==> config.mk <==
export PLATFORM = sky130hd
export DESIGN_NAME = fuzz_sig_monitor_flat
export DESIGN_NICKNAME = d
export VERILOG_FILES = /design/src/rtl/fuzz_sig_monitor_if.sv /design/src/rtl/fuzz_sig_monitor.sv /design/src/flat_wrapper.sv
export SDC_FILE = /design/constraint.sdc
export NUM_CORES = 1
export LEC_CHECK = 0
export ABC_CLOCK_PERIOD_IN_PS = 1700
export BUFFER_PORTS_ARGS = -buffer_cell sky130_fd_sc_hd__buf_2
export CAP_MARGIN = 15
export CELL_PAD_IN_SITES_DETAIL_PLACEMENT = 0
export CELL_PAD_IN_SITES_GLOBAL_PLACEMENT = 1
export CORE_MARGIN = 4
export CORE_UTILIZATION = 32
export DETAILED_ROUTE_END_ITERATION = 8
export GPL_TIMING_DRIVEN = 1
export PLACE_DENSITY = 0.83
export SYNTH_ARGS = -nofsm -noshare
export SYNTH_HDL_FRONTEND = slang
export SYNTH_SLANG_ARGS = --single-unit
==> constraint.sdc <==
create_clock -name clk -period 1.7 [get_ports clk]
set_clock_uncertainty 0.2 [all_clocks]
set_input_delay 0 -clock clk [delete_from_list [all_inputs] [get_ports clk]]
set_output_delay 0 -clock clk [all_outputs]
set_load 0.03 [all_outputs]
==> src/rtl/fuzz_sig_monitor_if.sv <==
// Handshake bundle between a fuzz harness and its MISR response compactor.
// The harness side drives the run controls and DUT samples; the monitor reports status.
interface fuzz_sig_monitor_if #(
  parameter int WIDTH = 32,
  parameter int CW    = 5
);
  logic             start;
  logic [WIDTH-1:0] seed;
  logic             in_valid;
  logic [WIDTH-1:0] in_data;
  logic [WIDTH-1:0] expected;
  logic             busy;
  logic             done;
  logic             pass;
  logic [WIDTH-1:0] signature;
  logic [CW-1:0]    count;

  modport master (
    output start, seed, in_valid, in_data, expected,
    input  busy, done, pass, signature, count
  );

  modport slave (
    input  start, seed, in_valid, in_data, expected,
    output busy, done, pass, signature, count
  );
endinterface

==> src/rtl/fuzz_sig_monitor.sv <==
// MISR response compactor: folds CYCLES valid DUT words into a signature,
// then holds it with a pass flag against a golden value.
module fuzz_sig_monitor #(
  parameter int               WIDTH  = 32,
  parameter int               CYCLES = 20,
  parameter logic [WIDTH-1:0] POLY   = WIDTH'(32'h04C1_1DB7),
  parameter int               CW     = $clog2(CYCLES + 1)
) (
  input  logic                clk,
  input  logic                rst,
  fuzz_sig_monitor_if.slave   bus
);

  typedef enum logic [1:0] {IDLE, RUN, DONE} state_t;

  state_t           state, state_nxt;
  logic [WIDTH-1:0] sig_q, sig_nxt;
  logic [CW-1:0]    cnt_q, cnt_nxt;

  // One MISR step: shift left, fold the dropped MSB back through POLY, xor the sample.
  function automatic logic [WIDTH-1:0] misr_step(input logic [WIDTH-1:0] s,
                                                 input logic [WIDTH-1:0] d);
    logic [WIDTH-1:0] r;
    r = {s[WIDTH-2:0], 1'b0} ^ d;
    if (s[WIDTH-1]) r = r ^ POLY;
    return r;
  endfunction

  always_ff @(posedge clk or posedge rst) begin
    if (rst) begin
      state <= IDLE;
      sig_q <= '0;
      cnt_q <= '0;
    end else begin
      state <= state_nxt;
      sig_q <= sig_nxt;
      cnt_q <= cnt_nxt;
    end
  end

  // start wins over in_valid in every state; a coincident sample is dropped.
  always_comb begin
    state_nxt = state;
    sig_nxt   = sig_q;
    cnt_nxt   = cnt_q;
    if (bus.start) begin
      state_nxt = RUN;
      sig_nxt   = bus.seed;
      cnt_nxt   = '0;
    end else if (state == RUN && bus.in_valid) begin
      sig_nxt = misr_step(sig_q, bus.in_data);
      cnt_nxt = cnt_q + CW'(1);
      if (cnt_q == CW'(CYCLES - 1)) state_nxt = DONE;
    end
  end

  assign bus.busy      = (state == RUN);
  assign bus.done      = (state == DONE);
  assign bus.signature = sig_q;
  assign bus.count     = cnt_q;
  assign bus.pass      = (state == DONE) && (sig_q == bus.expected);

endmodule

==> src/flat_wrapper.sv <==
// flat-port wrapper written by rule: the top's interface ports become plain ports
module fuzz_sig_monitor_flat 
#(
  parameter int               WIDTH  = 32,
  parameter int               CYCLES = 20,
  parameter logic [WIDTH-1:0] POLY   = WIDTH'(32'h04C1_1DB7),
  parameter int               CW     = $clog2(CYCLES + 1)
)
  (clk, rst, bus_start, bus_seed, bus_in_valid, bus_in_data, bus_expected, bus_busy, bus_done, bus_pass, bus_signature, bus_count);
  fuzz_sig_monitor_if #(.WIDTH(WIDTH), .CW(CW)) bus_i ();
  input  logic clk;
  input  logic rst;
  input wire logic [$bits(bus_i.start)-1:0] bus_start;
  input wire logic [$bits(bus_i.seed)-1:0] bus_seed;
  input wire logic [$bits(bus_i.in_valid)-1:0] bus_in_valid;
  input wire logic [$bits(bus_i.in_data)-1:0] bus_in_data;
  input wire logic [$bits(bus_i.expected)-1:0] bus_expected;
  output wire logic [$bits(bus_i.busy)-1:0] bus_busy;
  output wire logic [$bits(bus_i.done)-1:0] bus_done;
  output wire logic [$bits(bus_i.pass)-1:0] bus_pass;
  output wire logic [$bits(bus_i.signature)-1:0] bus_signature;
  output wire logic [$bits(bus_i.count)-1:0] bus_count;
  assign bus_i.start = bus_start;
  assign bus_i.seed = bus_seed;
  assign bus_i.in_valid = bus_in_valid;
  assign bus_i.in_data = bus_in_data;
  assign bus_i.expected = bus_expected;
  assign bus_busy = bus_i.busy;
  assign bus_done = bus_i.done;
  assign bus_pass = bus_i.pass;
  assign bus_signature = bus_i.signature;
  assign bus_count = bus_i.count;
  fuzz_sig_monitor #(.WIDTH(WIDTH), .CYCLES(CYCLES), .POLY(POLY), .CW(CW)) u_core (.clk(clk), .rst(rst), .bus(bus_i));
endmodule
==> impl_metrics.toml <==
[placed_design]
pre_cts_slack_ns = -0.0397
dp_hpwl_mm = 7.05
port_buffers = 139
dpl-instance-area_um2 = 3630
place_congestion = 0.841

[layout]
diodes = 0
syn_to_final_growth_pct = 72.0
final_area_um2 = 4460
drive_gt1_share_pct = 40.0
nFillCells = 696
fin_nets = 627

[logic_synthesis]
syn_nets = 398
synth_simple_gate_area_share_pct = 14.3
ys_types = 27
muxShareOfSynthArea_pct = 0.435
seq_area_frac_synth_pct = 37.7
synthTopCellsByArea = "dfrtp_1 38%, xnor2_1 16%, xor2_1 12%"
avgSynthCellArea_um2 = 8.72
synthTopCellsByCount = "46 x xnor2_1, 39 x dfrtp_1, 35 x xor2_1"
synthAdderAreaFrac_pct = 0.483
synth_xor_area_share_pct = 27.4
synthesis.area_um2 = 2590
yosysTopAreaCell = "dfrtp_1"
synth_compound_area_share_pct = 14.0
ys_warn_count = 0
synth-edff-count = 0
dominantRegCellSynth = "dfrtp_1"
synthMostInstantiatedCell = "xnor2_1"
netlist.area_leader.share_pct = 37.7
synthArstFlopShare_pct = 100
ys_seq_elements = 39
syn_inst = 297
synth_top_family_by_area = "XOR/XNOR gates"

[critical_path]
critical_path.startpoint = "u_core.bus.signature[31]"
cp_data_arrival_time_ns = 1.68
critical_path_peak_fanout = 2
endpoint_kind = "primary output"
r2r-start = "u_core.state[1]"
rrSetupSlack_ns = 0.03
r2r-end = "u_core.bus.signature[30]"
rr_worst_depth = 6
worstSetupPathType = "reg -> out"
setup.worst_path.start_class = "flip-flop"
cp.required_ns = 1.50

[clock_tree]
cts-root-buf = "clkbuf_8"
cts_tree = "done"
h-tree-depth = 2
clkLatencyLatePin_ns = 0.29
clock_sinks = 39
cts_buffer_depth = 2
cts_buffers = 5
clkSlewWorstSetupHoldPaths_ns = 0.09

[floorplanning]
rows = 32
dieArea_um2 = 9600
design.core.area_um2 = 7810
ios = 140
die_h_um = 98.0
initial_core_util_pct = 33.2
die_x_um = 98.0

[global_route]
grtUsageTotal_pct = 19.3
overflow = 0
grt_pass1_vias = 3031
grt_pass1_wl_mm = 14.8
antenna_found_initial = 1
grt_max_degree = 28

[sta]
fin_crit_ns = 1.88
rsz0062_at_grt = "true"
tightest_slew_ns = 0.410
hold_viol_final = 0
final.setup.worst_slack_ns = -0.182
clock.fmax_mhz = 531
setup_viol = 1
period_share_pct = 111
drv_slew = 0
relSlewSlack_pct = 72.6

[pwr]
p_per_area_nw_per_um2 = 718
leakage_nw = 2.16
peakVddDrop_uv = 368

[detailed_routing]
via_per_inst = 4.60
drc = 0
vias = 2895
ant_nets = 0
routed_wl_mm = 9.62
drt_iter0_drc = 111
wire_per_inst_um = 15.3
first_pass_iters = 4

[worst_hold_path]
min_to = "u_core.bus.signature[21]"
whs_path_depth = 5
timing.hold.worst.start = "bus_in_data[21]"
hp-class = "in -> reg"

[outcome]
status = "finished with violations"
violations = "negative setup slack"

[flow_run]
drv_cap = 0
metrics by stage:
stage | hold slack [ns] | setup TNS (ns) | std cells | util (%) | power [mW]
after floorplan | -0.0792 | -0.0359 | 297 | - | 1.87
after global placement | -0.197 | -0.0343 | 556 | 46.5 | 2.34
after detailed placement | -0.185 | -0.0397 | 556 | 46.5 | 2.36
after CTS | 0.0100 | -0.187 | 624 | 55.5 | 3.17
after global routing | 0.0326 | -0.298 | 629 | 57.1 | 3.40
final | 0.00824 | -0.182 | 629 | 57.1 | 3.20
worst max-delay path, cell delays in order (launching register included):
cell and delay [ns]:
dfrtp_2 0.42, xor2_1 0.14, nor4_1 0.31, nand3_1 0.17
nor3_4 0.19, buf_6 0.15
layout make-up:
| cell class | count | area [um2] | area share (%) |
|---|---|---|---|
| Clock buffer | 7 | 86.3 | 1.94 |
| Tap cell | 102 | 128 | 2.86 |
| Sequential cell | 39 | 977 | 21.9 |
| Multi-Input combinational cell | 227 | 1560 | 35.1 |
| Timing Repair Buffer | 239 | 1640 | 36.9 |
| Clock inverter | 1 | 5.00 | 0.112 |
| Inverter | 14 | 52.6 | 1.18 |
layer usage:
| metal | up-vias | routed length, um | track usage [%] |
|---|---|---|---|
| li1 | 1435 | - | - |
| met1 | 1343 | 4030 | 23.8 |
| met2 | 101 | 4780 | 33.9 |
| met3 | 14 | 642 | 4.93 |
| met4 | 2 | 155 | 4.15 |
| met5 | - | 12 | 0 |
flip-flops by register name, summed over array words and instances, names as in the netlist:
signal and cells:
u_core.state 2, u_core.bus.signature 32, u_core.bus.count 5
report_power, final:
| part | total [mW] | switching (mW) | internal (mW) |
|---|---|---|---|
| registers | 1.11 | 0.0822 | 1.03 |
| logic | 1.43 | 0.742 | 0.691 |
| clock network | 0.661 | 0.333 | 0.328 |
how the worst max path moves through the flow:
stage,to,slack [ns],cells after the start
after floorplan,bus_pass,-0.04,6
after global placement,bus_pass,-0.03,5
after CTS,bus_pass,-0.19,5
after detailed placement,bus_pass,-0.04,5
after global routing,bus_pass,-0.26,5
final,bus_pass,-0.18,5
cells in the final DEF (no fill, tap or decap), types with 2 or more instances in the layout:
master,n
o21ai_0,18
nor2_1,25
buf_2,138
a21oi_1,33
nor4_2,4
xor2_1,34
dfrtp_1,38
and2_1,12
xnor2_2,7
a211oi_1,11
nand2_1,23
buf_6,4
nand4_1,4
buf_4,40
clkbuf_8,6
inv_1,13
xnor2_1,39
nand3_1,2
o21ai_1,2
buf_12,4
dlygate4sd3_1,52
nor4_1,3
cell families (layout without fill, tap and decap cells):
| logic type | after synthesis | in the layout |
|---|---|---|
| AO/OA/AOI/OAI | 66 | 66 |
| buffers and inverters | 31 | 261 |
| flip-flops | 39 | 39 |
| XOR/XNOR | 81 | 81 |
| multiplexers | 1 | 1 |
| AND/OR/NAND/NOR | 78 | 78 |
| adder cells (fa/ha/maj) | 1 | 1 |
what timing repair did:
item | 4_1_cts | 5_1_grt
setup endpoints to repair | 2 | 15
hold endpoints to repair | 74 | 0
resized for setup | 7 | 14
hold buffers | 52 | 0
buffers inserted | 8 | 4
pin swaps | 14 | 9
gates cloned | 0 | 1
(Power assumes the default switching activity.)
